==> config.mk <==
export PLATFORM = sky130hd
export DESIGN_NAME = ofdm_payload_sched
export DESIGN_NICKNAME = d
export VERILOG_FILES = /design/src/rtl/ofdm_payload_sched.sv
export SDC_FILE = /design/constraint.sdc
export NUM_CORES = 1
export LEC_CHECK = 0
export CAP_MARGIN = 10
export CORE_ASPECT_RATIO = 0.7
export CORE_MARGIN = 10
export CORE_UTILIZATION = 25
export DETAILED_ROUTE_END_ITERATION = 7
export PLACE_DENSITY = 0.49
export SYNTH_ARGS = -nofsm -noshare
export SYNTH_HDL_FRONTEND = slang
export SYNTH_SLANG_ARGS = --single-unit
==> constraint.sdc <==
create_clock -name clk -period 4 [get_ports clk]
set_input_delay 0.8 -clock clk [delete_from_list [all_inputs] [get_ports clk]]
set_output_delay 0.8 -clock clk [all_outputs]
set_load 0.02 [all_outputs]
==> src/rtl/ofdm_payload_sched.sv <==
// Frame scheduler for ofdm_payload_gen: buffers a symbol of source words, bursts it, then waits for out_done.
// Define OFDM_PAYLOAD_SCHED_PINGPONG_EN for a second buffer that fills while the other symbol is sent.
module ofdm_payload_sched #(
    parameter int unsigned NSC          = 48,
    parameter int unsigned SYM_CNT_W    = 10,
    parameter logic [7:0]  PAD_VALUE    = 8'h00,
    parameter int unsigned DONE_TIMEOUT = 1023
) (
    input  logic                 clk,
    input  logic                 reset_n,
    input  logic                 start,
    input  logic [SYM_CNT_W-1:0] num_sym,
    input  logic [2:0]           modulation,
    input  logic                 s_valid,
    input  logic [7:0]           s_data,
    input  logic                 s_last,
    output logic                 s_ready,
    output logic                 pg_data_en,
    output logic [7:0]           pg_data,
    output logic [2:0]           pg_modulation,
    input  logic                 pg_done,
    output logic                 busy,
    output logic [SYM_CNT_W-1:0] sym_idx,
    output logic                 frame_done,
    output logic                 err_timeout
);

`ifdef OFDM_PAYLOAD_SCHED_PINGPONG_EN
    localparam int unsigned NBUF = 2;
`else
    localparam int unsigned NBUF = 1;
`endif
    localparam int unsigned IW = (NSC > 1) ? $clog2(NSC) : 1;
    localparam int unsigned CW = $clog2(NSC + 1);
    localparam int unsigned TW = $clog2(DONE_TIMEOUT + 1);

    typedef enum logic [1:0] {IDLE, FILL, BURST, WAIT_DONE} state_t;

    state_t               state_q, state_d;
    logic [7:0]           mem_q [NBUF][NSC];
    logic [NBUF-1:0]      full_q, full_d;
    logic [CW-1:0]        lvl_q [NBUF];
    logic [CW-1:0]        lvl_d [NBUF];
    logic                 wb_q, wb_d, rb_q, rb_d;
    logic [IW-1:0]        wcnt_q, wcnt_d, rcnt_q, rcnt_d;
    logic                 pad_q, pad_d;
    logic [SYM_CNT_W-1:0] fsym_q, fsym_d, nsym_q, nsym_d, sym_idx_q, sym_idx_d;
    logic [2:0]           mod_q, mod_d;
    logic [TW-1:0]        tmo_q, tmo_d;
    logic                 err_q, err_d, frame_done_q, frame_done_d;
    logic                 pg_data_en_q, pg_data_en_d;
    logic [7:0]           pg_data_q, pg_data_d;
    logic                 wr_room, wr_en, fill_done, nwb, nrb;

    // A buffer is writable while it is not holding a completed symbol and the frame still needs symbols.
    assign wr_room = (state_q != IDLE) && !full_q[wb_q] && (fsym_q < nsym_q);
    assign s_ready = wr_room && !pad_q;
    assign nwb     = (NBUF > 1) ? ~wb_q : wb_q;
    assign nrb     = (NBUF > 1) ? ~rb_q : rb_q;

    always_comb begin
        state_d      = state_q;
        full_d       = full_q;
        lvl_d        = lvl_q;
        wb_d         = wb_q;
        rb_d         = rb_q;
        wcnt_d       = wcnt_q;
        rcnt_d       = rcnt_q;
        pad_d        = pad_q;
        fsym_d       = fsym_q;
        nsym_d       = nsym_q;
        sym_idx_d    = sym_idx_q;
        mod_d        = mod_q;
        tmo_d        = tmo_q;
        err_d        = err_q;
        frame_done_d = 1'b0;
        pg_data_en_d = 1'b0;
        pg_data_d    = '0;
        wr_en        = 1'b0;
        fill_done    = 1'b0;

        // Writer: after the source ended, each remaining symbol completes empty and reads as padding.
        if (wr_room && pad_q) begin
            fill_done    = 1'b1;
            lvl_d[wb_q]  = '0;
        end else if (s_ready && s_valid) begin
            wr_en  = 1'b1;
            wcnt_d = wcnt_q + 1'b1;
            if (s_last) begin
                pad_d = 1'b1;
            end
            if (s_last || (wcnt_q == IW'(NSC - 1))) begin
                fill_done   = 1'b1;
                lvl_d[wb_q] = CW'(wcnt_q) + 1'b1;
            end
        end
        if (fill_done) begin
            full_d[wb_q] = 1'b1;
            wcnt_d       = '0;
            fsym_d       = fsym_q + 1'b1;
            wb_d         = nwb;
        end

        case (state_q)
            IDLE: begin
                if (start) begin
                    nsym_d    = (num_sym == '0) ? SYM_CNT_W'(1) : num_sym;
                    mod_d     = modulation;
                    sym_idx_d = '0;
                    wcnt_d    = '0;
                    rcnt_d    = '0;
                    wb_d      = 1'b0;
                    rb_d      = 1'b0;
                    full_d    = '0;
                    pad_d     = 1'b0;
                    fsym_d    = '0;
                    err_d     = 1'b0;
                    state_d   = FILL;
                end
            end
            FILL: begin
                if (full_q[rb_q] || (fill_done && (wb_q == rb_q))) begin
                    rcnt_d  = '0;
                    state_d = BURST;
                end
            end
            BURST: begin
                pg_data_en_d = 1'b1;
                pg_data_d    = (CW'(rcnt_q) < lvl_q[rb_q]) ? mem_q[rb_q][rcnt_q] : PAD_VALUE;
                rcnt_d       = rcnt_q + 1'b1;
                if (rcnt_q == IW'(NSC - 1)) begin
                    rcnt_d  = '0;
                    tmo_d   = '0;
                    state_d = WAIT_DONE;
                end
            end
            WAIT_DONE: begin
                if (pg_done) begin
                    full_d[rb_q] = 1'b0;
                    rb_d         = nrb;
                    if (sym_idx_q == nsym_q - 1'b1) begin
                        frame_done_d = 1'b1;
                        state_d      = IDLE;
                    end else begin
                        sym_idx_d = sym_idx_q + 1'b1;
                        // Only the alternate buffer can already hold the next symbol.
                        if ((NBUF > 1) && (full_q[nrb] || (fill_done && (wb_q == nrb)))) begin
                            state_d = BURST;
                        end else begin
                            state_d = FILL;
                        end
                    end
                end else if (tmo_q == TW'(DONE_TIMEOUT - 1)) begin
                    err_d        = 1'b1;
                    frame_done_d = 1'b1;
                    state_d      = IDLE;
                end else begin
                    tmo_d = tmo_q + 1'b1;
                end
            end
            default: state_d = IDLE;
        endcase
    end

    always_ff @(posedge clk or negedge reset_n) begin
        if (!reset_n) begin
            state_q      <= IDLE;
            full_q       <= '0;
            lvl_q        <= '{default: '0};
            wb_q         <= 1'b0;
            rb_q         <= 1'b0;
            wcnt_q       <= '0;
            rcnt_q       <= '0;
            pad_q        <= 1'b0;
            fsym_q       <= '0;
            nsym_q       <= '0;
            sym_idx_q    <= '0;
            mod_q        <= '0;
            tmo_q        <= '0;
            err_q        <= 1'b0;
            frame_done_q <= 1'b0;
            pg_data_en_q <= 1'b0;
            pg_data_q    <= '0;
        end else begin
            state_q      <= state_d;
            full_q       <= full_d;
            lvl_q        <= lvl_d;
            wb_q         <= wb_d;
            rb_q         <= rb_d;
            wcnt_q       <= wcnt_d;
            rcnt_q       <= rcnt_d;
            pad_q        <= pad_d;
            fsym_q       <= fsym_d;
            nsym_q       <= nsym_d;
            sym_idx_q    <= sym_idx_d;
            mod_q        <= mod_d;
            tmo_q        <= tmo_d;
            err_q        <= err_d;
            frame_done_q <= frame_done_d;
            pg_data_en_q <= pg_data_en_d;
            pg_data_q    <= pg_data_d;
        end
    end

    always_ff @(posedge clk) begin
        if (wr_en) begin
            mem_q[wb_q][wcnt_q] <= s_data;
        end
    end

    assign busy          = (state_q != IDLE);
    assign sym_idx       = sym_idx_q;
    assign pg_modulation = mod_q;
    assign frame_done    = frame_done_q;
    assign err_timeout   = err_q;
    assign pg_data_en    = pg_data_en_q;
    assign pg_data       = pg_data_q;

endmodule

Yosys cells after proc, flatten, opt, wreduce, memory -nomap -nowiden
Memory sizes are Yosys's and may differ from the RTL's.
Cells that the tools add are included.
Widths: inputs -> output; s select.
{ "totals": {"reg_bits": 76, "rom_bits": 0, "latchBits": 0, "ram_bits": 384, "n_memories": 1, "output_inout_bits": 26} }
{ "op_classes": {"n_shift": 0, "n_eq_ne": 16, "div_mod_pow": 0, "n_addsub": 6, "mux": 63, "n_bitwise": 2, "reduce_logical": 25, "mul": 0, "order_cmp": 5} }
{ "mem_list": {"columns": ["name", "words", "word_bits", "rd", "rd_clocked_by_memory_dff", "write_ports", "line", "text"], "rows": [
  ["mem_q", 1, 384, 1, 0, 1, "40", "logic [7:0] mem_q [NBUF][NSC];"]
]} }
{ "ops": {"columns": ["op", "n"], "rows": [
  ["$mux 384", 1],
  ["$mux 10", 10],
  ["$mux 6", 11],
  ["$bmux 8 s6", 1],
  ["$demux 8 s6", 1],
  ["$mux 8", 5],
  ["$pmux 10 s2", 2],
  ["$add 10x1->10 const B", 3],
  ["$mux 1", 23],
  ["$pmux 6 s3", 1],
  ["$ne 2x2->1 const B", 8],
  ["$reduce_and 4->1", 4],
  ["$ge 7x7->1 const B", 2],
  ["$not 6->7", 2],
  ["$add 6x1->6 const B", 2],
  ["$eq 6x6->1 const B", 2],
  ["$eq 10x10->1", 1],
  ["$eq 10x10->1 const B", 1],
  ["$logic_not 10->1", 1],
  ["$lt 10x10->1", 1],
  ["$mux 2", 5],
  ["$reduce_bool 2->1", 5],
  ["$sub 10x1->10 const B", 1],
  ["$pmux 2 s4", 1],
  ["13 further kinds", 23]
]} }

Logic depth before layout (Yosys ltp)
Gate-level depths: netlist (run 1).
{ "logic_depth": {"word_depth": 10, "mapped_depth": 11, "depth_no_buf": 9} }

Worst setup path after synthesis (run 1)
Ideal clock, no wire load.
{ "synth_path": {"path_type": "register -> register", "start": "register state_q[0]", "end": "memory mem_q[0][192] (netlist bit), enable pin", "t_arrival_ns": 2.898, "required_time_ns": 3.630, "slack_ns": 0.732, "n_path_buf": 1, "path_stages_with_launch": 11, "period_less_slack_ns": 3.268, "path_cell_list": "dfrtp_1 -> inv_1 -> ha_1 -> or3_1 -> a221oi_2 -> o21ai_2 -> a211oi_2 -> nand2_1 -> or3_1 -> clkbuf_1 -> nor2_1"} }
{ "synth_between": {"elab_chain_cells": 9, "elab_cells_between_ends": 10, "cone_classes": "mux (4); reduce/logical (6)"} }
{ "synth_rtl": {"columns": ["element", "line", "text"], "rows": [
  ["from (decl)", "39", "state_t state_q, state_d;"],
  ["from (signal assigned)", "185", "state_q <= state_d;"],
  ["$reduce_bool 2->1", "56", "assign wr_room = (state_q != IDLE) && !full_q[wb_q] && (fsym_q < nsym_q);"],
  ["$logic_and 1x1->1 (2 in series)", "56", null],
  ["$logic_and 1x1->1", "57", "assign s_ready = wr_room && !pad_q;"],
  ["named net s_ready", "17", "output logic s_ready,"],
  ["$logic_and 1x1->1", "86", "end else if (s_ready && s_valid) begin"],
  ["$mux 1", "86", null],
  ["$mux 1", "83", "if (wr_room && pad_q) begin"],
  ["$mux 1", "206", "if (wr_en) begin"],
  ["$mux 384 (not written as such)", "207", "mem_q[wb_q][wcnt_q] <= s_data;"],
  ["to (decl)", "40", null]
]} }
The timed path passes the listed nets, and every way through them passes these cells.

Final worst setup path (run 1)
{ "layout_path": {"start": "register state_q[0]", "end": "output port s_ready"} }
{ "layout_between": {"elab_chain_cells": 4} }
{ "layout_rtl": {"columns": ["element", "line"], "rows": [
  ["$reduce_bool 2->1", "56"],
  ["$logic_and 1x1->1 (2 in series)", "56"],
  ["$logic_and 1x1->1", "57"],
  ["to (decl)", "17"]
]} }
No other way between the ends.

==> summary by stage, run 1 <==
Critical path
STA classifies the critical path startpoint as a flip-flop. Measured in cells, the most critical reg-to-reg path has a length of 9. Data on the critical path is required at its endpoint by about 3.2 ns.

The critical path is of the reg -> out type. The worst register-to-register path ends at mem_q[0][86]$_DFFE_PP_. The endpoint kind of the worst setup timing path is a primary output. Data on the critical path arrives at its endpoint at 3.03 ns. The worst register-to-register path has a setup slack of roughly 0.46 ns. In this run the critical register-to-register path is launched from state_q[0]$_DFFE_PN0P_.

In this run the worst path has a maximum fanout of 8.

Routing
For this block, the initial DRC count from the detailed router was roughly 830. For this run, design rule violations remaining after detail routing come to 0. The first TritonRoute pass finished after 5 iterations. The total routed wirelength is roughly 48000 um. The routed length per placed instance is about 22 um. In the routed layout, each cell is associated on average with a via count of ~4.6. The routed layout has 10210 vias. Once detail routing completed, the nets flagged for antenna violations numbered 0.

Pwr
Combinational cells account for a little over a fifth of the total power. Registers are responsible for a little under half of the overall power. The net switching power of the design is ~3.6 mW.

The standby leakage power is about 7.4 nW. Across the VDD grid, the largest voltage drop is about 0.34 mV. Power spread over the standard cell area amounts to ~560 mW/mm2. Net switching is about 29% of the power. Cell internal power was estimated by the tool at approximately 9 mW. The clock network is responsible for roughly a third of the overall power.

Layout
The area overhead of the layout relative to synthesis is 18.05%. The register area is 0.01344 mm2. The antenna diode instance count is 0. The number of filler cells placed in the layout is ~7400.

The utilization after layout is ~30%. Excluding fillers, the count of instances in the completed layout stands at around 2200. The share of cells above drive strength 1 is a little over a fifth. The area of combinational cells with multiple inputs is 0.005341 mm2. The number of nets in the layout is about 1200.

Yosys
The share of synthesized registers carrying an async set or reset is between 15 and 20%. The most used flip-flop cell after synthesis is sky130_fd_sc_hd__edfxtp_1. The mapped netlist covers between 0.015 and 0.02 mm2.

The post-synthesis compound-gate area fraction is under 10%. The mean post-synth cell area is roughly 18 um2. After Yosys synthesis, and, or, nand and nor cells account for 6.346% of the synthesized area. The synthesized design contains around 380 enable-type register cells. For this run, the number of Yosys warnings is 0. The most common cell in the synthesized netlist is sky130_fd_sc_hd__edfxtp_1. After synthesis, the largest family of logic cells by area is multiplexers.

The top cell type by area accounts for ~60% of the synthesized area. Counting flops and latches in the post-synthesis netlist gives 460. The synthesized instance count is between 1000 and 1500. The synthesized netlist devotes approximately 1.6% of its cell area to adder and majority cells. After synthesis, flip-flops and latches occupy between 70% and 80% of the total area.

Ranked by total cell area, the synthesized netlist is headed by sky130_fd_sc_hd__edfxtp_1 (60%), sky130_fd_sc_hd__mux4_2 (14%), sky130_fd_sc_hd__dfrtp_1 (9.9%). The portion of netlist area occupied by mux cells is between 10 and 15%. The cell taking the most area after synthesis is sky130_fd_sc_hd__edfxtp_1. Counting every net in the synthesized netlist gives roughly 1100. Ranked by instance count, the synthesized netlist is headed by sky130_fd_sc_hd__edfxtp_1 (384), sky130_fd_sc_hd__mux4_2 (120), sky130_fd_sc_hd__nor2_1 (90), sky130_fd_sc_hd__dfrtp_1 (76), sky130_fd_sc_hd__nand2_1 (51). The number of different library cells used by synthesis comes to between 60 and 70.

Summing the areas of all xor and xnor instances in the mapped netlist gives between 1.5 and 2% of the synthesized area.

CTS
The clock latency at the later pin of the worst-skew pair is between 0.5 and 0.6 ns. The number of gates given a new drive strength after cts is 0. The number of clock sinks is 460. The clock-pin slew of the registers on the worst-case setup and hold paths is ~0.060 ns. The total number of H-tree levels is 2. The hold buffer count at CTS is 0. The clock tree from TritonCTS is built. Post-CTS timing repair inserted 0 buffers for setup.

The worst-case clock buffer depth is 3. In this run the clock root is driven by a sky130_fd_sc_hd__clkbuf_16. The number of clock buffers inserted by TritonCTS is 46.

Timing
Counting I/O delays and the setup requirement, the final critical path takes between 3 and 4 ns. The part of the cycle the worst path needs is ~96%. Once routing completed, OpenROAD measured the worst setup slack at about 0.17 ns. The number of endpoints with negative hold slack in the final report came to 0. The setup-violating endpoint count in the final report is 0. The worst-margin pin slew is roughly 1.1 ns. The worst setup skew after layout is approximately 0.014 ns. The max-slew headroom at the worst pin is between 20 and 30%. The total count of max-transition violations in the final report is 0. Summed over all failing endpoints, the final setup total negative slack is 0 ns.

Timing would allow up to about 260 MHz. Setup repair after global routing left no endpoint under its margin.

Hold path
The min-delay analysis places its worst path in the category in -> async.

GRT
The overall track demand over capacity in global routing is between 10% and 20%. Entering global routing, the biggest net connects 61 pins. The number of antenna violations at the first check in global routing is 3.

The first global-routing pass estimated around 71000 um of wire. The via count of the first global-routing pass is roughly 10000. For this run the aggregate overflow at the end of global routing stands at 0.

Placed design
Before CTS, the worst setup slack after placement is slightly below 0.4 ns. The number of buffer cells added on primary ports is 52. Once placement completed, the tool counted placed cells totaling 2133.

The half-perimeter wire length of the detailed placement result is roughly 31000 um. The global placement routability congestion is 0.7835.

Outcome
The run finished with clean final reports.

Die
The initial utilization of the core area, before any placement, comes to about 25%. The die is 350.6 um wide. The total area inside the core boundary comes to roughly 0.075 mm2. In this run the vertical extent of the chip is 251.4 um.

The total die area is slightly below 0.09 mm2. The count of pins on the block boundary is between 50 and 60. The number of rows in the core area is 84.

Run
The max capacitance violation total is 0.
[per-layer routing]
metal / share of wire (%) / GRT usage, %
met4: 1.5 / 2.011
met5: 0 / 0
met2: 42 / 14.74
met3: 7.0 / 2.418
met1: 50 / 16.72
[sequential cells by signal, summed over array words and instances, names as in the netlist]
name,count
wcnt_q,6
tmo_q,10
frame_done,1
mem_q,384
fsym_q,10
pg_data,8
full_q,1
lvl_q,6
state_q,2
pad_q,1
pg_modulation,3
sym_idx,10
pg_data_en,1
nsym_q,10
err_timeout,1
rcnt_q,6
[power by group through the flow]
stage	logic, mW	registers, mW	clock network, mW
2_1_floorplan	1.80	5.69	0
3_3_place_gp	2.64	5.81	0
3_5_place_dp	2.66	5.81	0
4_1_cts	2.66	5.71	4.37
5_1_grt	2.89	5.75	4.58
6_report	2.64	5.71	4.26
[per-stage QoR]
| stage | instance area [um2] | power (mW) | hold WS [ns] |
|---|---|---|---|
| after floorplan | 19120 | 7.484 | 0.4516 |
| after global placement | 21110 | 8.448 | 0.4588 |
| after detailed placement | 21110 | 8.471 | 0.4628 |
| after CTS | 22580 | 12.75 | 0.3687 |
| after global routing | 22580 | 13.22 | 0.3816 |
| final | 22580 | 12.61 | 0.3227 |
[how the worst max path moves through the flow]
stage	from	endpoint	slack [ns]	cells past startpoint
after floorplan	state_q[0]$_DFFE_PN0P_	mem_q[0][192]$_DFFE_PP_	0.73	10
after global placement	state_q[0]$_DFFE_PN0P_	mem_q[0][99]$_DFFE_PP_	0.46	9
after detailed placement	state_q[0]$_DFFE_PN0P_	mem_q[0][83]$_DFFE_PP_	0.39	9
after CTS	state_q[0]$_DFFE_PN0P_	s_ready	0.10	7
after global routing	state_q[0]$_DFFE_PN0P_	s_ready	0.009	7
final	state_q[0]$_DFFE_PN0P_	s_ready	0.17	7
[critical path, stage by stage (launching register included)]
cell and delay [ns]:
sky130_fd_sc_hd__dfrtp_1 0.38, sky130_fd_sc_hd__inv_1 0.10, sky130_fd_sc_hd__ha_1 0.30, sky130_fd_sc_hd__or3_1 0.42, sky130_fd_sc_hd__a221oi_2 0.19, sky130_fd_sc_hd__o21ai_2 0.14
sky130_fd_sc_hd__a211oi_2 0.24, sky130_fd_sc_hd__clkdlybuf4s50_1 0.69
[layout by cell type (no fill, tap or decap), types with 7 or more instances in the layout]
| cell | n |
|---|---|
| sky130_fd_sc_hd__mux2i_1 | 11 |
| sky130_fd_sc_hd__xor2_1 | 20 |
| sky130_fd_sc_hd__clkbuf_1 | 10 |
| sky130_fd_sc_hd__o21ai_0 | 18 |
| sky130_fd_sc_hd__clkbuf_16 | 47 |
| sky130_fd_sc_hd__dfrtp_1 | 73 |
| sky130_fd_sc_hd__and2_1 | 9 |
| sky130_fd_sc_hd__nand3_1 | 19 |
| sky130_fd_sc_hd__clkinv_1 | 9 |
| sky130_fd_sc_hd__clkinv_2 | 7 |
| sky130_fd_sc_hd__inv_1 | 35 |
| sky130_fd_sc_hd__nor3_1 | 15 |
| sky130_fd_sc_hd__nor2_1 | 90 |
| sky130_fd_sc_hd__mux4_2 | 120 |
| sky130_fd_sc_hd__o22ai_1 | 15 |
| sky130_fd_sc_hd__nand2_1 | 51 |
| sky130_fd_sc_hd__nor2b_1 | 7 |
| sky130_fd_sc_hd__buf_4 | 54 |
| sky130_fd_sc_hd__ha_1 | 25 |
| sky130_fd_sc_hd__and3_1 | 9 |
| sky130_fd_sc_hd__edfxtp_1 | 384 |
| sky130_fd_sc_hd__nand2b_1 | 12 |
| sky130_fd_sc_hd__a21oi_1 | 18 |
| sky130_fd_sc_hd__buf_2 | 8 |
| sky130_fd_sc_hd__xnor2_1 | 17 |
| sky130_fd_sc_hd__o21ai_1 | 8 |
| sky130_fd_sc_hd__clkdlybuf4s50_1 | 43 |
| sky130_fd_sc_hd__nand4_1 | 9 |
[cell type report]
class	count	share of cell area [%]
well taps	989	5.481
flip-flops and latches	460	59.54
clock buffers	58	5.437
repair buffers	109	4.234
multi-input cells	539	23.66
clock inverters	25	1.053
inverters	36	0.5985
[kinds of logic after synthesis]
logic type               Yosys count
AND/OR/NAND/NOR                  249
XOR/XNOR                          37
adder cells (fa/ha/maj)           25
multiplexers                     132
buffers and inverters             86
AO/OA/AOI/OAI                     96
flip-flops                       460
Note: power is estimated with default switching activity, not from simulation.
==> run 2: changes to the inputs <==
PLACE_DENSITY = 0.5   (was 0.49)
clock period = 3.2 ns   (was 4 ns; I/O delays follow)
==> summary by stage, run 2 (synthesis gave the netlist of run 1 again) <==
Outcome
The flow ran to the end, and the final reports show no timing, DRC or antenna violations.

Die
After floorplanning, the core was divided into 84 placement rows. The overall die width is between 300 and 400 um. The core region is 0.07546 mm2. For this design the top-level I/O count stands at 53. The initial utilization of the core area, before any placement, comes to between 20% and 30%. The total die area is 0.08814 mm2. From bottom edge to top edge, the die measures roughly 250 um.

GRT
The overall track demand over capacity in global routing is between 10% and 20%. The first global-routing pass estimated 73640 um of wire. Entering global routing, the biggest net connects 49 pins. The via count of the first global-routing pass was between 10000 and 15000. The number of antenna violations at the first check in global routing is 0. Summed over all layers, the global routing overflow is 0.

Critical path
The signal arrival time at the worst endpoint is roughly 2.4 ns. The endpoint kind of the worst setup timing path is a primary output. The worst setup path is launched from a flip-flop.

The origin of the critical flop-to-flop path is state_q[0]$_DFFE_PN0P_. The startpoint of the most critical setup path is state_q[0]$_DFFE_PN0P_. The maximum fanout along the worst path is 4.

The critical path is of the reg -> out type. Data on the critical path is required at its endpoint by 2.56 ns.

Run
The max capacitance violation total is 0.

CTS
For this design, the sink count on the clock tree is 460. The clock-pin slew of the registers on the worst-case setup and hold paths is approximately 0.060 ns. The total number of H-tree levels is 2. The hold buffer count at CTS is 0.

The number of clock buffers added by TritonCTS is 44. TritonCTS built the clock tree. The tree is rooted in a sky130_fd_sc_hd__clkbuf_16. The clock passes through at most 3 buffers. The clock latency at the later pin of the worst-skew pair is a little under 0.6 ns.

Layout
Leaving out filler cells and counting taps, the final layout contains 2243. The number of filler cells placed in the layout is approximately 7400. In the layout the commonest cells are sky130_fd_sc_hd__edfxtp_1 (384), sky130_fd_sc_hd__mux4_2 (120), sky130_fd_sc_hd__nor2_1 (90), sky130_fd_sc_hd__buf_4 (81), sky130_fd_sc_hd__dfrtp_1 (73).

The area overhead of the layout relative to synthesis is 19.22%. The number of flip-flops under the largest register name is approximately 380. The number of nets in the layout is roughly 1300. In the final layout, the share of cells above drive strength 1 is 24.08%. The library cell used most frequently in the layout, excluding fill and tap cells, is sky130_fd_sc_hd__edfxtp_1. The register containing the most flip-flops in the final layout is mem_q. The antenna diode instance count is 0.

Routing
Summing over every cut layer, the via total after detailed routing is between 10000 and 15000. The number of nets still failing antenna checks after routing is 0. Summed over all layers, the routed wires come to a little under 50000 um. The via count normalized by instance count is between 4 and 5. After detailed routing, the number of remaining DRC violations is 0. The routed length per placed instance is 22.16 um.

The first routing iteration left 982 violations. The first detailed-routing pass took 5 iterations.

Pwr
The maximum vdd ir drop is 0.3531 mV. The standby leakage power is about 7.6 nW. The combinational share of power is about 22%.

For this design the total switching power over the nets is 4.537 mW. The power share of the clock group is about a third. The part of the power in registers is ~45%. The ratio of total power to cell area is around 700 mW/mm2. The sum of internal, switching and leakage power is roughly 16 mW.

The fraction of power spent switching nets is between 20 and 30%. Cell internal power was estimated by the tool at between 10 and 15 mW.

Timing
Across the routed clock network, the largest skew measured is roughly 0.037 ns. The setup-violating endpoint count in the final report is 0. The max-slew headroom at the worst pin is 20.77%.

Setup repair after global routing left no endpoint under its margin. The total count of max-transition violations in the final report is 0. For the pin with the worst max-slew slack, the measured transition is roughly 1.2 ns. The number of endpoints with negative hold slack in the final report was 0. The final critical delay including setup and external delays is roughly 3.0 ns.

The part of the cycle the worst path needs is 94.69%. The final sum of negative setup slack is 0 ns. The maximum frequency from static timing analysis is 330.0 MHz.

Placed design
During placement, the flow inserted port buffers numbering 52. The half-perimeter wire length of the detailed placement result is between 30000 and 40000 um. The number of placed cells counting well taps is between 2000 and 2500. The global placement routability congestion is 0.7716.

Hold path
The class of the tightest hold or removal check is in -> async.
-- run 2: power groups by stage --
| stage | clock [mW] | sequential, mW | combinational, mW |
|---|---|---|---|
| after CTS | 5.35 | 7.03 | 3.51 |
| final | 5.21 | 7.03 | 3.50 |
| after floorplan | 0 | 7.11 | 2.25 |
| after global routing | 5.61 | 7.07 | 3.80 |
| after detailed placement | 0 | 7.15 | 3.51 |
| after global placement | 0 | 7.15 | 3.48 |
-- run 2: through the flow --
step	utilization, %	setup WS (ns)	hold slack [ns]	cell area, um2
after floorplan	-	-0.06821	0.3444	19130
after global placement	28.29	0.09796	0.4596	21350
after detailed placement	28.29	0.03997	0.4657	21350
after CTS	30.16	0.03098	0.06804	22760
after global routing	30.21	0.007776	0.08713	22800
final	30.21	0.1699	0.06370	22800
-- run 2: path summary, 6_finish.rpt --
check                           cells past startpoint                           end  slack (ns)
min in group clk                                    2  pg_modulation[0]$_DFFE_PN0P_        0.48
max in group asynchronous                           2           wcnt_q[2]$_DFF_PN0_        2.50
worst max register to register                     10       mem_q[0][304]$_DFFE_PP_        0.19
worst min register to register                      2  pg_modulation[0]$_DFFE_PN0P_        0.48
worst min-delay path                                1  pg_modulation[1]$_DFFE_PN0P_        0.06
worst max-delay path                                7                       s_ready        0.17
-- run 2: repair_timing --
item                       CTS  global route
cloned                       0             0
pin swaps                    0             2
buffers inserted             0             2
setup endpoints to repair    1           278
resized for setup            5             7
-- run 2: routing by layer --
layer | routed length [um] | GRT usage (%)
met1 | 24970 | 17.36
met2 | 19980 | 14.85
met3 | 4131 | 3.465
met5 | 0 | 0
met4 | 621 | 2.035
-- run 2: worst max-delay path, cell delays in order, from the launching register on --
cell and delay [ns]:
sky130_fd_sc_hd__dfrtp_1 0.38, sky130_fd_sc_hd__inv_1 0.10, sky130_fd_sc_hd__ha_1 0.21, sky130_fd_sc_hd__or3_1 0.39
sky130_fd_sc_hd__a221oi_2 0.20, sky130_fd_sc_hd__o21ai_2 0.13, sky130_fd_sc_hd__a211oi_2 0.21, sky130_fd_sc_hd__buf_4 0.21
-- run 2: area by class of cell --
type	instances	area [um2]	area share, %
clock buffers	62	1241	5.444
clock inverters	19	175.2	0.7683
inverters	36	135.1	0.5927
multi-input cells	539	5370	23.55
flip-flops and latches	460	13440	58.95
well taps	989	1237	5.427
repair buffers	138	1200	5.263
==> run 3: changes to the inputs <==
PLACE_DENSITY = 0.49   (was 0.5)
clock period = 3.1 ns   (was 3.2 ns; I/O delays follow)
==> summary by stage, run 3 (synthesis gave the netlist of run 1 again) <==
Outcome
The run finished with clean final reports.

CTS
The later pin in the worst-skew pair is clocked with a latency of 0.59 ns. TritonCTS built the clock tree. The total number of H-tree levels is 2. TritonCTS created 48 clock buffers. The clock-pin slew of the registers on the worst-case setup and hold paths is approximately 0.070 ns. The clock passes through at most 3 buffers.

In this run the clock root is driven by a sky130_fd_sc_hd__clkbuf_16. The number of clock sinks is 460.

Routing
The number of design-rule violations left by the first detailed-router iteration is between 900 and 1000. The number of design rule violations left after detail routing is 0. Summing over every cut layer, the via total after detailed routing is about 10000. The via count normalized by instance count is 4.578. After detailed routing, the average wire length per cell comes to between 20 and 25 um. The total routed wirelength is 49030 um. The number of iterations in the first detailed-routing pass is 5. The number of nets still failing antenna checks after routing is 0.

Critical path
For the worst setup path, the data arrival time is 2.37 ns. The worst setup path is launched from a flip-flop. The count of cells along the worst register-to-register path is 11. The critical path goes through inv_2 -> ha_2 -> or3_4 -> a221oi_2 -> o21ai_2 -> a211oi_2 -> buf_4 -> buf_6. The critical path ends at s_ready. Together, buffers and inverters on the worst path number 3. Counting buffers and inverters, the worst setup path is 8 cells deep. The cell with the largest stage delay on the worst path is sky130_fd_sc_hd__or3_4. In this run the worst path has a maximum fanout of 2. STA puts the critical path data required time at about 2.5 ns. In this run the register-to-register setup slack is around 0.12 ns. The category of cells accounting for the largest share of critical-path delay is compound AO/OA/AOI/OAI gates. The worst setup path is captured at a primary output. The origin of the critical flop-to-flop path is state_q[0]$_DFFE_PN0P_. The maximum cell stage delay along the critical path is between 0.3 and 0.4 ns. The category of the most critical setup path is reg -> out. The worst register-to-register path ends at mem_q[0][211]$_DFFE_PP_. The most critical setup path has its startpoint at state_q[0]$_DFFE_PN0P_.

Layout
The area overhead of the layout relative to synthesis is 22.60%. The antenna diode instance count is 0. The number of flip-flops under the largest register name is ~380. The share of cells above drive strength 1 is about 28%. In the final design database the tool counted roughly 1300 nets.

The non-filler instance count after layout is between 2000 and 2500. The top cell types in the final layout, fill and taps aside, are sky130_fd_sc_hd__edfxtp_1 (384), sky130_fd_sc_hd__mux4_2 (120), sky130_fd_sc_hd__buf_4 (92), sky130_fd_sc_hd__dfrtp_1 (72), sky130_fd_sc_hd__nor2_1 (67). After routing the design area is 0.02345 mm2. Ranked by flip-flop count, first place goes to mem_q. The most common cell after layout, fill and taps aside is sky130_fd_sc_hd__edfxtp_1.

Timing
Adding up every negative setup slack in the final design gives 0 ns. The number of endpoints with negative hold slack in the final report is 0. Static timing analysis puts the maximum clock frequency at 334.0 MHz. The max-slew headroom at the worst pin is 28.58%.

Setup repair after global routing could not meet its margin everywhere. After layout, the minimum clock period comes to around 3 ns. The worst setup skew after layout is a little over 0.03 ns. After layout, the worst path uses a little over nine tenths of the clock period. The worst-margin pin slew is 1.071 ns. The total count of max-transition violations in the final report is 0. The setup-violating endpoint count in the final report is 0.

Die
The die is about 250 um tall. The total core area is 0.07546 mm2. The initial core utilization is approximately a quarter. The die covers just under 0.09 mm2.

The number of rows in the core area is 84. From left edge to right edge, the die measures roughly 350 um. Pin placement for this block handled 53 I/O pins.

Pwr
The standby leakage power is ~7.8 nW. The ratio of total power to cell area is 732.0 mW/mm2. The maximum vdd ir drop is about 0.37 mV. Overall power consumption after layout is estimated at 17.16 mW.

Placed design
Port buffering added 52 buffers. The global placement routability congestion is around 0.78. After detailed placement, the total cell area comes to ~0.022 mm2. The number of placed cells counting well taps is about 2200.

After legalization and detailed placement, the total HPWL measured 32610 um.

GRT
Entering global routing, the biggest net connects 49 pins. Summed over all layers, the global routing overflow is 0. The number of antenna violations at the first check in global routing is 0. The first-pass GRT wire length is 72770 um. The via count of the first global-routing pass was approximately 10000. The overall track demand over capacity in global routing is a little over a tenth.

Run
Max-cap violations in this run came to 0.

Hold path
The start point of the worst min-delay path is pg_modulation[2]$_DFFE_PN0P_. The class of the tightest hold or removal check is reg -> reg.
## run 3: cell types whose count changed in the layout (fill, tap and decap cells not counted), sizes merged
| cell | delta |
|---|---|
| dlygate4sd3 | +1 |
| buf | +28 |
| clkinv | +5 |
| clkinvlp | +2 |
| clkbuf | -3 |
| bufinv | +4 |
## run 3: layout make-up
cell class	count	area, um2
Multi-Input combinational cell	539	5460
Sequential cell	460	13440
Inverter	36	135.1
Clock buffer	59	1285
Timing Repair Buffer	167	1554
Fill cell	7326	52020
Clock inverter	30	331.6
Tap cell	989	1237
## run 3: repair_timing
action | 4_1_cts | 5_1_grt
pin swaps | 1 | 2
gates resized for setup | 7 | 28
hold endpoints to repair | 28 | 0
buffers inserted | 3 | 5
hold buffers | 1 | 0
gates cloned | 0 | 0
setup endpoints to repair | 187 | 286
## run 3: worst min path at each step
stage | to | depth (start not counted) | slack (ns)
after global placement | pg_modulation[2]$_DFFE_PN0P_ | 2 | 0.46
after global routing | pg_modulation[2]$_DFFE_PN0P_ | 2 | 0.53
final | pg_modulation[2]$_DFFE_PN0P_ | 2 | 0.49
after detailed placement | pg_modulation[1]$_DFFE_PN0P_ | 2 | 0.47
after CTS | pg_modulation[1]$_DFFE_PN0P_ | 2 | 0.49
after floorplan | err_timeout$_DFFE_PN0P_ | 0 | 0.32
## run 3: worst register-to-register path, delay by kind of cell (launching register included)
| family | cells | cell delay, ns |
|---|---|---|
| fa+ha+maj | 1 | 0.18 |
| buf+inv | 3 | 0.44 |
| simple gates | 4 | 1.14 |
| compound gates | 3 | 0.55 |
| flops | 1 | 0.37 |
## run 3: per-layer routing
| metal | vias to the layer above | GRT usage (%) | part of all wire (%) |
|---|---|---|---|
| met2 | 275 | 15.03 | 41 |
| met4 | 0 | 2.408 | 1.6 |
| met1 | 5479 | 16.89 | 50 |
| met5 | - | 0 | 0 |
| met3 | 60 | 2.971 | 6.9 |
| li1 | 4623 | - | - |
## run 3: where the power goes
part	internal (mW)	switching (mW)	total (mW)
Sequential	6.98	0.272	7.25
Combinational	1.78	2.18	3.96
Clock	3.53	2.43	5.96
## run 3: metrics by stage
step,setup WS (ns),utilization (%),hold slack (ns)
floorplan,-0.09583,-,0.3244
global placement,-0.04652,28.69,0.4599
detailed placement,-0.08108,28.69,0.4703
CTS,0.03026,30.89,0.4927
global route,-0.03353,31.07,0.5252
finish,0.1060,31.07,0.4894
==> RTL change 1, RTL diff (config.mk and constraints of run 2) <==
Re-encode `state_t` (4 states) as Gray code, 2 bits wide.
--- a/src/rtl/ofdm_payload_sched.sv
+++ b/src/rtl/ofdm_payload_sched.sv
@@ -34,7 +34,7 @@
     localparam int unsigned CW = $clog2(NSC + 1);
     localparam int unsigned TW = $clog2(DONE_TIMEOUT + 1);
 
-    typedef enum logic [1:0] {IDLE, FILL, BURST, WAIT_DONE} state_t;
+    typedef enum logic [1:0] {IDLE = 2'b00, FILL = 2'b01, BURST = 2'b11, WAIT_DONE = 2'b10} state_t;
 
     state_t               state_q, state_d;
     logic [7:0]           mem_q [NBUF][NSC];
Function: no difference found for any inputs over 4 cycles, from zero or initial values and one cycle with reset_n low; so few cycles prove little.
==> RTL change 1 against run 2 <==
Largest power group unchanged; routed wire length increased by 0.60%; non-clock buffer count increased by 16; total power is 16% higher; hold slack better by 0.040 ns; worst setup slack better by 0.045 ns; design area up 0.38%; sequential cell count unchanged; synthesized area about the same; die area about the same; critical path type unchanged.
==> RTL change 1: results (changes against run 2) <==
** GRT
- Met1 routing resource usage after global routing :: 17.6% (+0.25 points)
- Wire length of the first global-routing pass :: 74400 µm (+1.1%)
- The met2 track utilization from global routing is 15.4% (+0.56 points).
- The met3 routing resource usage after global routing was 2.74% (-0.73 points).
- The initial antenna violation count is 2 (+2).

** Critical path
- Beginning of the critical path :: nsym_q[3]$_DFFE_PN0P_
- The reg-to-reg setup timing slack was 0.24 ns (+0.05 ns).
- For this design, the slowest cell found on the critical path is sky130_fd_sc_hd__dfrtp_1.
- Worst reg2reg path startpoint :: nsym_q[7]$_DFFE_PN0P_
- Crit path DAT :: 2.34 ns (-0.05 ns)
- R2r endpoint :: mem_q[0][1]$_DFFE_PP_

** Logic synthesis
- The sequential fraction of the synthesis area is 70.2% (about the same).
- The number of distinct library cells after synthesis came to 69 (+7.8%).
- Synth cell count leaders :: 384 x sky130_fd_sc_hd__edfxtp_1, 120 x sky130_fd_sc_hd__mux4_2, 79 x sky130_fd_sc_hd__nor2_1
- Post-Syn Area per Cell :: 17.7 µm² (+0.38%)
- The net count after synthesis was 1129 (-0.70%).

** Status
- Run status :: finished clean

** Layout
- The fraction of final layout cells with drive strength greater than 1 came to 25.9% (+1.8 points).
- Total area of sequential cells :: 13400 µm² (about the same)
- The final layout net count came to 1272 (+0.079%).

** Timing
- The largest clock skew in the final design is 0.0244 ns (-0.0126 ns).
- The relative max-transition margin came to 28.2% (+7.4 points).

** Place
- The number of instances in the placed design came to 2165 (+0.23%).
- The post-placement setup slack came to -0.0217 ns (-0.0617 ns).
- Area post-placement :: 21400 µm² (+0.32%)

** Detailed routing
- The final wirelength came to 50000 µm (+0.60%).
- Avg Vias per Cell :: 4.69 (+0.84%)
- The routed wire length on met2 was 20400 µm (+2.1%).
- The total length of routed met3 wires came to 3620 µm (-12%).
- The initial DRC count is 952 (-3.1%).
- The number of search-and-repair iterations in the first detailed-routing pass was 4 (-1).

** Pwr
- Static power due to leakage :: 7.67 nW (+1.2%)
- Maximum vdd drop :: 0.403 mV (+14%)
-- RTL change 1: changes by cell type after synthesis, moves of 6 or more --
cell / before / now
sky130_fd_sc_hd__nor2_1: 90 / 79
sky130_fd_sc_hd__o21ai_0: 18 / 24
sky130_fd_sc_hd__o22ai_1: 15 / 9
sky130_fd_sc_hd__o31ai_1: 1 / 7
-- RTL change 1: worst reg2reg max path, stage by stage (launching register included) --
cell	delay, ns
sky130_fd_sc_hd__dfrtp_1	0.39
sky130_fd_sc_hd__inv_1	0.09
sky130_fd_sc_hd__ha_1	0.25
sky130_fd_sc_hd__a21o_1	0.16
sky130_fd_sc_hd__a21oi_1	0.15
sky130_fd_sc_hd__o21ai_1	0.12
sky130_fd_sc_hd__nor3b_2	0.24
sky130_fd_sc_hd__o21ai_1	0.14
sky130_fd_sc_hd__buf_12	0.18
sky130_fd_sc_hd__or3_1	0.50
sky130_fd_sc_hd__nor2_1	0.26
sky130_fd_sc_hd__buf_4	0.21
-- RTL change 1: cell type report --
| type | count | share of cell area [%] |
|---|---|---|
| inverters | 35 | 0.574 |
| multi-input cells | 530 | 23.2 |
| well taps | 989 | 5.41 |
| repair buffers | 154 | 5.82 |
| clock inverters | 28 | 1.37 |
| flip-flops and latches | 460 | 58.7 |
| clock buffers | 51 | 4.92 |
-- RTL change 1: power groups by stage --
stage	Sequential (mW)	Clock [mW]	Combinational (mW)
after floorplan	7.23	0	3.71
after global placement	7.33	0	5.82
after detailed placement	7.34	0	5.83
after CTS	7.22	5.43	5.86
after global routing	7.26	5.67	6.26
final	7.21	5.30	5.81
-- RTL change 1: logic make-up (layout without fill, tap and decap cells) --
group                      count (synthesis)  after routing  share of synthesized area, %
DFF                                      460            460                          70.2
adders and majority gates                 21             21                          1.37
muxes                                    134            134                          14.9
and+or+nand+nor                          234            234                          6.12
buffers and inverters                     91            268                          2.16
xor gates and xnor gates                  27             27                          1.24
AOI/OAI and AO/OA                        114            114                          4.02
-- RTL change 1: worst min-delay path by stage --
stage,startpoint,end,slack [ns],cells after the start
5_1_grt,reset_n,pg_data[4]$_DFF_PN0_,0.13,1
2_1_floorplan,reset_n,err_timeout$_DFFE_PN0P_,0.34,0
4_1_cts,reset_n,pg_data[4]$_DFF_PN0_,0.10,1
3_3_place_gp,pg_modulation[2]$_DFFE_PN0P_,pg_modulation[2]$_DFFE_PN0P_,0.46,2
6_report,reset_n,pg_data[4]$_DFF_PN0_,0.10,1
3_5_place_dp,lvl_q[0]$_DFFE_PN0P_,lvl_q[0]$_DFFE_PN0P_,0.48,2
-- RTL change 1: repair_timing --
action,CTS,global route
endpoints found under the hold margin,0,0
setup endpoints to repair,13,271
pin swaps,1,2
buffers inserted,1,2
gates resized for setup,5,6
==> RTL change 2, RTL diff (config.mk and constraints of run 2) <==
Made on the original files. Change the parameter `NSC` from 48 to 96.
--- a/src/rtl/ofdm_payload_sched.sv
+++ b/src/rtl/ofdm_payload_sched.sv
@@ -1,7 +1,7 @@
 // Frame scheduler for ofdm_payload_gen: buffers a symbol of source words, bursts it, then waits for out_done.
 // Define OFDM_PAYLOAD_SCHED_PINGPONG_EN for a second buffer that fills while the other symbol is sent.
 module ofdm_payload_sched #(
-    parameter int unsigned NSC          = 48,
+    parameter int unsigned NSC          = 96,
     parameter int unsigned SYM_CNT_W    = 10,
     parameter logic [7:0]  PAD_VALUE    = 8'h00,
     parameter int unsigned DONE_TIMEOUT = 1023
Function: no difference found for any inputs over 4 cycles, from zero or initial values and one cycle with reset_n low; that may be too few to reach the edited logic, so the function may still have changed.
==> RTL change 2 against run 2 <==
Synthesized cell count up 72%; critical path type unchanged; synthesized area rose by 80%; critical endpoint unchanged; via count increased by 80%; worst setup slack lost 0.051 ns; sequential cell count grew 387; design area rose by 82%; total power rose by 86%; routed wire length grew 86%; die area up 74%; maximum frequency is 1.6% lower; largest power group unchanged.
==> RTL change 2: results (changes against run 2) <==
** Detailed routing
- Sum of routed wire segments on met1 :: 44700 µm (+79%)
- The number of search-and-repair iterations in the first detailed-routing pass was 6 (+1).
- Average wire per cell in the routed design :: 23.2 µm (+4.6%)

** Layout
- The count of filler cells inserted in the layout is 13291 (+80%).
- The fraction of area in clock buffers and inverters came to 6.59% (+0.38 points).
- The clock buffer count was 96 (+55%).
- The fraction of area in multi-input gates was 21.8% (-1.7 points).
- Total number of nets in the final design :: 2144 (+69%)
- Final cell count without fillers :: 3995 (+78%)
- Largest register FFs :: 768 (+100%)
- The number of ordinary and repair buffers in the finished layout came to 257 (+86%).
- The data-path buffer share of cell area in the final layout was 5.36% (+0.096 points).
- The cell area after layout came to 41400 µm² (+82%).
- Inverters excl. clock :: 27 (-25%)
- The count of multi-input gates is 879 (+63%).

** GRT
- Met1 routing resource usage after global routing :: 17.9% (+0.51 points)
- The met2 track utilization from global routing was 17.3% (+2.4 points).
- The total global-route track usage is 11.9% (+0.76 points).
- The met3 routing resource usage after global routing was 2.85% (-0.61 points).
- Maximum number of pins on one net before global-route repair :: 73 (+49%)

** Logic synthesis
- Post-Syn Area per Cell :: 18.5 µm² (+4.8%)
- Cell types occupying the most area after synthesis :: sky130_fd_sc_hd__edfxtp_1 67%, sky130_fd_sc_hd__mux4_2 13%, sky130_fd_sc_hd__dfrtp_1 5.7%, sky130_fd_sc_hd__mux2i_1 2.0%, sky130_fd_sc_hd__nor4_1 1.6%
- Number of enable flip-flop cells after synthesis :: 768 (+100%)

** Pwr
- The power in the clock group came to 10.1 mW (+94%).

** Place
- Pre-CTS setup slack :: -0.0469 ns (-0.0869 ns)
- The instance area after placement was 38700 µm² (+81%).

** Clock tree
- Number of gates resized after CTS :: 8 (+3)
- Worst-skew pair later-pin latency :: 0.68 ns (+0.10 ns)

** Timing
- PnR worst setup slack :: 0.119 ns (-0.0508 ns)
- The relative max-transition margin was 23.0% (+2.2 points).
- The largest clock skew in the final design came to 0.0327 ns (-0.00435 ns).

** Critical path
- The depth of the most critical reg-to-reg path is 9 (-1).

** Status
- The run finished with clean final reports.
==> RTL change 2: worst register-to-register path, cell delays in order, from the launching register on <==
cell and delay [ns]:
sky130_fd_sc_hd__dfrtp_1 0.38, sky130_fd_sc_hd__inv_1 0.10, sky130_fd_sc_hd__ha_1 0.25, sky130_fd_sc_hd__a211o_1 0.28, sky130_fd_sc_hd__a21oi_2 0.18, sky130_fd_sc_hd__o21ai_2 0.10
sky130_fd_sc_hd__a21o_4 0.25, sky130_fd_sc_hd__buf_4 0.37, sky130_fd_sc_hd__nor4_1 0.65, sky130_fd_sc_hd__buf_4 0.22
==> RTL change 2: logic make-up (layout without fill, tap and decap cells) <==
family / after synthesis / after routing / share of synthesized area [%]
flops: 847 / 847 / 72.6
simple gates: 360 / 360 / 5.36
mux: 269 / 269 / 14.9
compound gates: 190 / 190 / 3.56
buf+inv: 140 / 429 / 1.80
xor+xnor: 34 / 34 / 0.864
fa+ha+maj: 26 / 26 / 0.943
